===== src/rtl/sb_cfg_loader.sv =====
// Serial, framed and checksummed configuration loader for the switch-box routing matrix.
// Define CFG_READBACK_EN to add the serial readback port (rb_req/rb_valid/rb_bit).
module sb_cfg_loader #(
  parameter int NTB    = 5,
  parameter int NLR    = 4,
  parameter int WORD_W = 6
) (
  input  logic                             clk,
  input  logic                             rst,
  input  logic                             cfg_start,
  input  logic                             cfg_valid,
  input  logic                             cfg_bit,
  output logic                             cfg_ready,
  output logic                             cfg_busy,
  output logic                             cfg_done,
  output logic                             cfg_err,
  output logic [WORD_W*(2*NTB+2*NLR)-1:0]  cfg_bus
`ifdef CFG_READBACK_EN
  ,
  input  logic                             rb_req,
  output logic                             rb_valid,
  output logic                             rb_bit
`endif
);
  localparam int         NW       = 2*NTB + 2*NLR;
  localparam int         BW       = WORD_W*NW;
  localparam logic [6:0] LAST_BIT = 7'(BW - 1);
  localparam logic [2:0] LAST_WB  = 3'(WORD_W - 1);
  localparam logic [7:0] SYNC_PAT = 8'hA5;

  typedef enum logic [2:0] {
    S_IDLE   = 3'd0,
    S_SYNC   = 3'd1,
    S_LOAD   = 3'd2,
    S_CHECK  = 3'd3,
    S_COMMIT = 3'd4
  } state_e;

  state_e              state_q, state_d;
  logic [6:0]          sync_q, sync_d;
  logic [7:0]          sync_full_s;
  logic [BW-1:0]       shadow_q, shadow_d, bus_q, bus_d;
  logic [6:0]          bit_cnt_q, bit_cnt_d, wr_idx_s;
  logic [4:0]          widx_q, widx_d;
  logic [2:0]          wbit_q, wbit_d, chk_cnt_q, chk_cnt_d;
  logic [WORD_W-2:0]   word_q, word_d, chk_q, chk_d;
  logic [WORD_W-1:0]   word_full_s, chk_full_s, xor_q, xor_d;
  logic                illegal_q, illegal_d;
  logic                ready_q, ready_d, busy_q, busy_d, done_q, done_d, err_q, err_d;
  logic                accept_s, start_s;

  assign accept_s    = cfg_valid && ready_q;
  assign sync_full_s = {sync_q, cfg_bit};
  assign word_full_s = {word_q, cfg_bit};
  assign chk_full_s  = {chk_q, cfg_bit};
  // Words arrive MSB first but are stored low word first.
  assign wr_idx_s    = 7'(widx_q) * 7'(WORD_W) + 7'(LAST_WB - wbit_q);

  // Frame FSM next state, shadow/checksum datapath and pulse outputs
  always_comb begin
    state_d   = state_q;
    sync_d    = sync_q;
    shadow_d  = shadow_q;
    bit_cnt_d = bit_cnt_q;
    widx_d    = widx_q;
    wbit_d    = wbit_q;
    word_d    = word_q;
    xor_d     = xor_q;
    illegal_d = illegal_q;
    chk_d     = chk_q;
    chk_cnt_d = chk_cnt_q;
    bus_d     = bus_q;
    done_d    = 1'b0;
    err_d     = 1'b0;
    if (start_s) begin
      state_d   = S_SYNC;
      sync_d    = 7'd0;
      shadow_d  = {BW{1'b0}};
      bit_cnt_d = 7'd0;
      widx_d    = 5'd0;
      wbit_d    = 3'd0;
      word_d    = {(WORD_W-1){1'b0}};
      xor_d     = {WORD_W{1'b0}};
      illegal_d = 1'b0;
      chk_d     = {(WORD_W-1){1'b0}};
      chk_cnt_d = 3'd0;
    end else begin
      case (state_q)
        S_IDLE: state_d = S_IDLE;
        S_SYNC: begin
          if (accept_s) begin
            sync_d = sync_full_s[6:0];
            if (sync_full_s == SYNC_PAT) state_d = S_LOAD;
            else                         state_d = S_SYNC;
          end else begin
            state_d = S_SYNC;
          end
        end
        S_LOAD: begin
          if (accept_s) begin
            shadow_d[wr_idx_s] = cfg_bit;
            word_d = word_full_s[WORD_W-2:0];
            if (wbit_q == LAST_WB) begin
              xor_d  = xor_q ^ word_full_s;
              wbit_d = 3'd0;
              widx_d = widx_q + 5'd1;
              if (word_full_s[2:0] > 3'd4) illegal_d = 1'b1;
              else                         illegal_d = illegal_q;
            end else begin
              wbit_d = wbit_q + 3'd1;
            end
            if (bit_cnt_q == LAST_BIT) begin
              bit_cnt_d = 7'd0;
              state_d   = S_CHECK;
            end else begin
              bit_cnt_d = bit_cnt_q + 7'd1;
            end
          end else begin
            state_d = S_LOAD;
          end
        end
        S_CHECK: begin
          if (accept_s) begin
            chk_d = chk_full_s[WORD_W-2:0];
            if (chk_cnt_q == LAST_WB) begin
              chk_cnt_d = 3'd0;
              if ((chk_full_s == xor_q) && !illegal_q) begin
                state_d = S_COMMIT;
              end else begin
                state_d = S_IDLE;
                err_d   = 1'b1;
              end
            end else begin
              chk_cnt_d = chk_cnt_q + 3'd1;
            end
          end else begin
            state_d = S_CHECK;
          end
        end
        S_COMMIT: begin
          bus_d   = shadow_q;
          done_d  = 1'b1;
          state_d = S_IDLE;
        end
        default: state_d = S_IDLE;
      endcase
    end
    ready_d = (state_d == S_SYNC) || (state_d == S_LOAD) || (state_d == S_CHECK);
    busy_d  = (state_d != S_IDLE);
  end

  // Frame FSM state, datapath and registered status outputs
  always_ff @(posedge clk or posedge rst) begin
    if (rst) begin
      state_q   <= S_IDLE;
      sync_q    <= 7'd0;
      shadow_q  <= {BW{1'b0}};
      bus_q     <= {BW{1'b0}};
      bit_cnt_q <= 7'd0;
      widx_q    <= 5'd0;
      wbit_q    <= 3'd0;
      word_q    <= {(WORD_W-1){1'b0}};
      xor_q     <= {WORD_W{1'b0}};
      illegal_q <= 1'b0;
      chk_q     <= {(WORD_W-1){1'b0}};
      chk_cnt_q <= 3'd0;
      ready_q   <= 1'b0;
      busy_q    <= 1'b0;
      done_q    <= 1'b0;
      err_q     <= 1'b0;
    end else begin
      state_q   <= state_d;
      sync_q    <= sync_d;
      shadow_q  <= shadow_d;
      bus_q     <= bus_d;
      bit_cnt_q <= bit_cnt_d;
      widx_q    <= widx_d;
      wbit_q    <= wbit_d;
      word_q    <= word_d;
      xor_q     <= xor_d;
      illegal_q <= illegal_d;
      chk_q     <= chk_d;
      chk_cnt_q <= chk_cnt_d;
      ready_q   <= ready_d;
      busy_q    <= busy_d;
      done_q    <= done_d;
      err_q     <= err_d;
    end
  end

  assign cfg_ready = ready_q;
  assign cfg_busy  = busy_q;
  assign cfg_done  = done_q;
  assign cfg_err   = err_q;
  assign cfg_bus   = bus_q;

`ifdef CFG_READBACK_EN
  localparam logic [4:0] RB_END_W = 5'(NW);

  logic [BW-1:0] rb_sr_q, rb_sr_d;
  logic [4:0]    rb_w_q, rb_w_d;
  logic [2:0]    rb_b_q, rb_b_d;
  logic [6:0]    rb_idx_s;
  logic          rb_valid_q, rb_valid_d, rb_bit_q, rb_bit_d, rb_go_s;

  // A frame start cannot interrupt an active readback.
  assign rb_go_s  = rb_req && (state_q == S_IDLE);
  assign start_s  = cfg_start && !rb_valid_q && !rb_go_s;
  assign rb_idx_s = 7'(rb_w_q) * 7'(WORD_W) + 7'(LAST_WB - rb_b_q);

  // Readback sequencer: word 0 MSB first through the last word
  always_comb begin
    rb_sr_d    = rb_sr_q;
    rb_w_d     = rb_w_q;
    rb_b_d     = rb_b_q;
    rb_valid_d = rb_valid_q;
    rb_bit_d   = rb_bit_q;
    if (rb_go_s) begin
      rb_sr_d    = bus_q;
      rb_valid_d = 1'b1;
      rb_bit_d   = bus_q[WORD_W-1];
      rb_w_d     = 5'd0;
      rb_b_d     = 3'd1;
    end else if (rb_valid_q) begin
      if (rb_w_q == RB_END_W) begin
        rb_valid_d = 1'b0;
        rb_bit_d   = 1'b0;
      end else begin
        rb_bit_d = rb_sr_q[rb_idx_s];
        if (rb_b_q == LAST_WB) begin
          rb_b_d = 3'd0;
          rb_w_d = rb_w_q + 5'd1;
        end else begin
          rb_b_d = rb_b_q + 3'd1;
        end
      end
    end else begin
      rb_valid_d = 1'b0;
    end
  end

  // Readback registers
  always_ff @(posedge clk or posedge rst) begin
    if (rst) begin
      rb_sr_q    <= {BW{1'b0}};
      rb_w_q     <= 5'd0;
      rb_b_q     <= 3'd0;
      rb_valid_q <= 1'b0;
      rb_bit_q   <= 1'b0;
    end else begin
      rb_sr_q    <= rb_sr_d;
      rb_w_q     <= rb_w_d;
      rb_b_q     <= rb_b_d;
      rb_valid_q <= rb_valid_d;
      rb_bit_q   <= rb_bit_d;
    end
  end

  assign rb_valid = rb_valid_q;
  assign rb_bit   = rb_bit_q;
`else
  assign start_s = cfg_start;
`endif

endmodule


===== config.mk =====
export PLATFORM = sky130hd
export DESIGN_NAME = sb_cfg_loader
export DESIGN_NICKNAME = d
export VERILOG_FILES = /design/src/rtl/sb_cfg_loader.sv
export SDC_FILE = /design/constraint.sdc
export NUM_CORES = 1
export LEC_CHECK = 0
export BUFFER_PORTS_ARGS = -buffer_cell sky130_fd_sc_hd__clkbuf_2
export CORE_MARGIN = 1
export CORE_UTILIZATION = 25
export DETAILED_ROUTE_END_ITERATION = 16
export PLACE_DENSITY_LB_ADDON = 0.08
export SYNTH_ARGS = -nofsm -noshare
export SYNTH_HDL_FRONTEND = slang
export SYNTH_SLANG_ARGS = --single-unit

===== constraint.sdc =====
create_clock -name clk -period 9.48 [get_ports clk]
set_clock_uncertainty 0.05 [all_clocks]
set_input_delay 1.422 -clock clk [delete_from_list [all_inputs] [get_ports clk]]
set_output_delay 1.422 -clock clk [all_outputs]
set_load 0.005 [all_outputs]

==> impl_metrics.env, run 1 <==
export IMPL_critPathKind="reg -> reg"
export IMPL_reg2reg_to="shadow_q[66]$_DFFE_PP0P_"
export IMPL_htreeDepth=2
export IMPL_irDropWorstVdd_mv=0.0957
export IMPL_synthArstFlopShare_pct=100
export IMPL_synth_flop_cell="dfrtp_1"
export IMPL_synth_cells=1062
export IMPL_grt_use_total_pct=15.7
export IMPL_die_w_um=221
export IMPL_ff2ff_path_depth=12
export IMPL_ys_seq_area_share_pct=55.4
export IMPL_drive_gt1_share_pct=28.1
export IMPL_clockBufferDepth=3
export IMPL_synth_edff_count=0
export IMPL_use_met3_pct=2.58
export IMPL_grt_max_degree=109
export IMPL_nets=1163
export IMPL_dieArea_sq_um=48800
export IMPL_cts_root_buf="clkbuf_16"
export IMPL_drc_errors=5
export IMPL_grt_ovfl_total=0
export IMPL_antenna_left=0
export IMPL_drt_wl_total_mm=37.9
export IMPL_clkSinkCount=265
export IMPL_outcome="finished with violations"
export IMPL_hp_start="shadow_q[61]$_DFFE_PP0P_"
export IMPL_syn_num_nets=1082
export IMPL_cts_tree="built"
export IMPL_synth_avg_cell_area_sq_um=11.3
export IMPL_insertion_delay_ps=530
export IMPL_fin_crit_ps=4030
export IMPL_antenna_found_initial=1
export IMPL_crit_end="shadow_q[66]$_DFFE_PP0P_"
export IMPL_yosys_warnings=0
export IMPL_grt_pass1_wl_mm=58.4
export IMPL_syn_area_sq_um=12000
export IMPL_finalHoldViolCount=0
export IMPL_place_congestion=0.725
export IMPL_core_area_sq_um=46900
export IMPL_power_total_mw=2.47
export IMPL_max_freq_mhz=248
export IMPL_hp_class="reg -> reg"
export IMPL_io_buffers=116
export IMPL_end_kind="register"
export IMPL_cts_resized=0
export IMPL_grt_use_met1_pct=23.2
export IMPL_cp_start_kind="register"
export IMPL_antenna_cells=0
export IMPL_power_density_nw_per_um2=174
export IMPL_first_iter_violations=578
export IMPL_dpl_instance_area_sq_um=13100
export IMPL_initial_core_util_pct=25.6
export IMPL_syn_to_final_growth_pct=18.9
export IMPL_ys_types=58
export IMPL_required_ps=9880
export IMPL_dr_pass1_iters=13
export IMPL_drv_slew=0
export IMPL_final_area_sq_um=14200
export IMPL_grt_pass1_vias=8853
export IMPL_leakagePower_nw=6.46
export IMPL_post_cts_setup_buffers=0
export IMPL_crit_path_start="widx_q[0]$_DFFE_PP0P_"
export IMPL_max_slew_margin_pct=15.8
export IMPL_use_met2_pct=22.9
export IMPL_maxCapViolations=0
export IMPL_reg2reg_from="widx_q[0]$_DFFE_PP0P_"
export IMPL_wl_per_cell_um=21.4
export IMPL_rows=79
export IMPL_avgViaCountPerCell=4.88
export IMPL_finalSetupViolCount=0
export IMPL_tightest_slew_ps=1260
export IMPL_synth_seq_cells=265
export IMPL_vias=8654
export IMPL_grt_busiest_layer="met1"
export IMPL_postCtsHoldBufs=0
export IMPL_violations="DRC"
export IMPL_io_pins=117
export IMPL_fin_crit_sh_pct=42.5
export IMPL_fill_cells=4880
export IMPL_cp_max_fo=18
export IMPL_critPathArrivalTime_ps=4440
export IMPL_hpwl_mm=22.7
export IMPL_rsz0062_at_grt="false"
export IMPL_clk_pin_slew_ps=60
export IMPL_finalSetupTns_ps=0
export IMPL_fp_dieH_um=221
export IMPL_reg2reg_slack_ps=5450
export IMPL_cts_buffers=34
[cells by family after synthesis]
kind of cell | after synthesis | synth area share (%)
AND/OR/NAND/NOR | 279 | 12.8
adder cells (fa/ha/maj) | 15 | 1.69
multiplexers | 128 | 11.8
buffers and inverters | 101 | 3.55
XOR/XNOR | 35 | 3.00
flip-flops | 265 | 55.4
AO/OA/AOI/OAI | 239 | 11.7
[power breakdown]
group | internal (mW) | switching, mW
Combinational | 0.00595 | 0.0476
Clock | 0.782 | 0.506
Sequential | 1.13 | 0.000349
[final cells by class]
cell class	instances	area, sq um	area share (%)
sequential	265	6630	46.6
timing repair buffer	134	718	5.05
multi-input combinational	696	4960	34.9
clock inverter	6	61.3	0.431
clock buffer	53	1040	7.33
inverter	12	52.6	0.369
tap	607	759	5.34
[cell usage after synthesis, types with 13 or more instances]
cell type    n  area, sq um
nand4_1     49          307
nand2_1     42          158
dfrtp_1    265         6630
clkbuf_1    60          225
nor2_1      41          154
xor2_1      18          158
o31ai_1     24          180
ha_1        13          163
a21oi_1    116          581
mux2_2     109         1230
nand3_1     75          375
buf_2       24          120
mux2i_1     19          190
nand2b_1    20          125
o21ai_0     54          270
[registers in the layout (all words and copies together) (netlist names)]
register   count
wbit_q         3
xor_q          6
cfg_done       1
word_q         5
cfg_err        1
bit_cnt_q      7
cfg_bus      108
sync_q         7
chk_q          5
illegal_q      1
widx_q         5
cfg_busy       1
cfg_ready      1
shadow_q     108
chk_cnt_q      3
state_q        3
[worst min path at each step]
stage                               endpoint  slack (ps)  cells past startpoint
finish               cfg_bus[61]$_DFFE_PP0P_         450                      1
global route         cfg_bus[31]$_DFFE_PP0P_         470                      1
CTS                  cfg_bus[61]$_DFFE_PP0P_         450                      1
detailed placement   cfg_bus[61]$_DFFE_PP0P_         440                      1
global placement     cfg_bus[29]$_DFFE_PP0P_         440                      1
floorplan           cfg_bus[100]$_DFFE_PP0P_         420                      1
[metrics by stage]
stage | cells | hold WS, ps | util, % | setup slack, ps
2_1_floorplan | 1062 | 423 | - | 711
3_3_place_gp | 1714 | 438 | 28.0 | 5460
4_1_cts | 1773 | 454 | 30.4 | 5560
5_1_grt | 1773 | 468 | 30.4 | 5270
6_report | 1773 | 452 | 30.4 | 5450
3_5_place_dp | 1714 | 441 | 28.0 | 5460
[worst max-delay path, stage by stage (launching register included)]
cell and delay (ps):
dfrtp_1 440, ha_1 250, inv_1 70, fa_1 470, inv_1 50, ha_1 390
a21oi_1 250, and3_1 270, nor2_1 60, buf_4 230, nor2_1 980, nand4_1 250
a21oi_1 190
[cells in the final DEF (no fill, tap or decap), drive strengths merged, types with 3 or more instances in the layout]
cell type  synthesis  layout
dfrtp            265     265
clkbuf            61     167
a21oi            116     116
mux2             109     109
nand3             75      75
o21ai             65      65
nand4             49      49
nand2             42      42
nor2              42      42
o31ai             24      24
nand2b            20      20
buf               28      20
mux2i             19      19
xor2              19      19
xnor2             14      14
ha                13      13
inv               12      13
nor3              13      13
o41ai             12      12
or3                9       9
and3               7       7
or2                7       7
o21bai             4       4
o2111ai            4       4
nor4               4       4
o211ai             3       3
nor2b              3       3
clkinv             0       3
[metal layers]
metal	vias to the layer above	part of all wire (%)
met2	174	44
met1	4405	50
met5	-	0.034
met4	2	2.3
li1	4023	-
met3	50	3.7
Power figures use the tool's default switching activity.
==> inputs of run 2 (changes only) <==
clock period = 4.2 ns   (was 9.48 ns; I/O delays follow)
==> impl_metrics.env, run 2 (synthesis gave the netlist of run 1 again) <==
export IMPL_outcome="finished with violations"
export IMPL_violations="DRC"
export IMPL_final_common_cell="dfrtp_1"
export IMPL_critPathKind="reg -> reg"
export IMPL_fp_dieH_um=221
export IMPL_cts_tree="built"
export IMPL_core_area_sq_um=46900
export IMPL_dr_pass1_iters=13
export IMPL_grt_max_degree=79
export IMPL_grt_pass1_wl_mm=58.4
export IMPL_clkSinkCount=265
export IMPL_dieArea_sq_um=48800
export IMPL_fin_crit_sh_pct=86.7
export IMPL_cts_buffers=31
export IMPL_syn_to_final_growth_pct=20.2
export IMPL_dp_slack_ps=571
export IMPL_power_density_nw_per_um2=372
export IMPL_clkPwrFrac_pct=49.9
export IMPL_fill_cells=4865
export IMPL_finalSetupTns_ps=0
export IMPL_max_freq_mhz=275
export IMPL_cts_resized=0
export IMPL_hpwl_mm=23.8
export IMPL_irDropWorstVdd_mv=0.286
export IMPL_drv_slew=0
export IMPL_place_congestion=0.760
export IMPL_power_frac_seq_pct=47.8
export IMPL_avgViaCountPerCell=4.83
export IMPL_finalSetupViolCount=0
export IMPL_post_cts_setup_buffers=0
export IMPL_cts_root_buf="clkbuf_16"
export IMPL_wl_per_cell_um=20.7
export IMPL_die_w_um=221
export IMPL_clockBufferDepth=3
export IMPL_drt_wl_total_mm=37.1
export IMPL_io_buffers=116
export IMPL_grt_ovfl_total=0
export IMPL_rsz0062_at_grt="false"
export IMPL_sw_frac_of_total_pct=22.3
export IMPL_end_kind="register"
export IMPL_fin_crit_ps=3640
export IMPL_cp_start_kind="register"
export IMPL_p_sw_mw=1.20
export IMPL_path_buf_inv=2
export IMPL_intPower_mw=4.15
export IMPL_leakagePower_nw=6.55
export IMPL_layout_common_cells="dfrtp_1, a21oi_1, clkbuf_2"
export IMPL_maxCapViolations=0
export IMPL_dpl_cell_count=1738
export IMPL_antenna_left=0
export IMPL_worst_path_dominant_cell_family="simple AND/OR/NAND/NOR gates"
export IMPL_reg2reg_slack_ps=560
export IMPL_grt_use_total_pct=15.4
export IMPL_hp_class="in -> async"
export IMPL_power_total_mw=5.35
export IMPL_postCtsHoldBufs=0
export IMPL_grt_pass1_vias=8822
export IMPL_critPathMaxStageDelay_ps=900
export IMPL_finalHoldViolCount=0
export IMPL_clk_pin_slew_ps=60
export IMPL_hold_worst_slack_ps=192
export IMPL_cp_max_fo=16
export IMPL_max_slew_margin_pct=23.2
export IMPL_insertion_delay_ps=570
export IMPL_required_ps=4630
export IMPL_stdcell_count=1794
export IMPL_initial_core_util_pct=25.6
export IMPL_setup_ws_ps=560
export IMPL_pwr_share_comb_pct=2.4
export IMPL_rows=79
export IMPL_drive_gt1_share_pct=29.2
export IMPL_nets=1184
export IMPL_antenna_cells=0
export IMPL_io_pins=117
export IMPL_antenna_found_initial=0
export IMPL_critPathArrivalTime_ps=4070
export IMPL_drc_errors=8
export IMPL_crit_chain="ha_1 > inv_1 > fa_1 > inv_1 > ha_1 > nand3_1 > a21oi_1 > nor2_1 > nor2_1 > nand4_1 > a21oi_1"
export IMPL_vias=8670
export IMPL_cp_slowest_cell="nor2_1"
export IMPL_tightest_slew_ps=1150
export IMPL_first_iter_violations=478
export IMPL_htreeDepth=1
run 2: cell types whose count changed in the layout (fill, tap and decap cells not counted), sizes merged:
cell	delta
buf	+24
clkbuf	-7
clkinv	+3
clkinvlp	+2
inv	-2
bufinv	+1
run 2: metrics by stage:
step | util, % | cell area (sq um)
after global placement | 28.6 | 13400
after detailed placement | 28.6 | 13400
final | 30.7 | 14400
after global routing | 30.7 | 14400
after CTS | 30.7 | 14400
after floorplan | - | 12000
run 2: power groups by stage:
stage	registers, mW	clock network (mW)	logic, mW
floorplan	2.60	0	0.0823
global placement	2.60	0	0.135
detailed placement	2.60	0	0.134
CTS	2.55	2.78	0.134
global route	2.55	2.87	0.145
finish	2.56	2.67	0.126
run 2: area by class of cell:
type	count	area (sq um)	area share (%)
Sequential cell	265	6630	46.1
Tap cell	607	759	5.28
Multi-Input combinational cell	696	4960	34.5
Clock buffer	46	892	6.20
Clock inverter	10	105	0.731
Timing Repair Buffer	158	988	6.87
Inverter	12	48.8	0.339
run 2: path summary, 6_finish.rpt:
| kind | startpoint | endpoint | cells past startpoint |
|---|---|---|---|
| hold / removal | rst | cfg_bus[92]$_DFFE_PP0P_ | 2 |
| max in group asynchronous | rst | cfg_bus[101]$_DFFE_PP0P_ | 3 |
| setup reg to reg | widx_q[0]$_DFFE_PP0P_ | shadow_q[4]$_DFFE_PP0P_ | 11 |
| min in group clk | cfg_start | sync_q[6]$_DFFE_PP0P_ | 2 |
| setup / recovery | widx_q[0]$_DFFE_PP0P_ | shadow_q[4]$_DFFE_PP0P_ | 11 |
| hold reg to reg | cfg_bus[23]$_DFFE_PP0P_ | cfg_bus[23]$_DFFE_PP0P_ | 1 |
run 2: metal layers:
layer / track usage [%] / vias to the layer above / wire length [um]
met1: 22.5 / 4419 / 17900
met2: 24.1 / 162 / 17100
li1: - / 4052 / -
met3: 2.35 / 37 / 1470
met4: 3.02 / 0 / 582
met5: 0 / - / 0
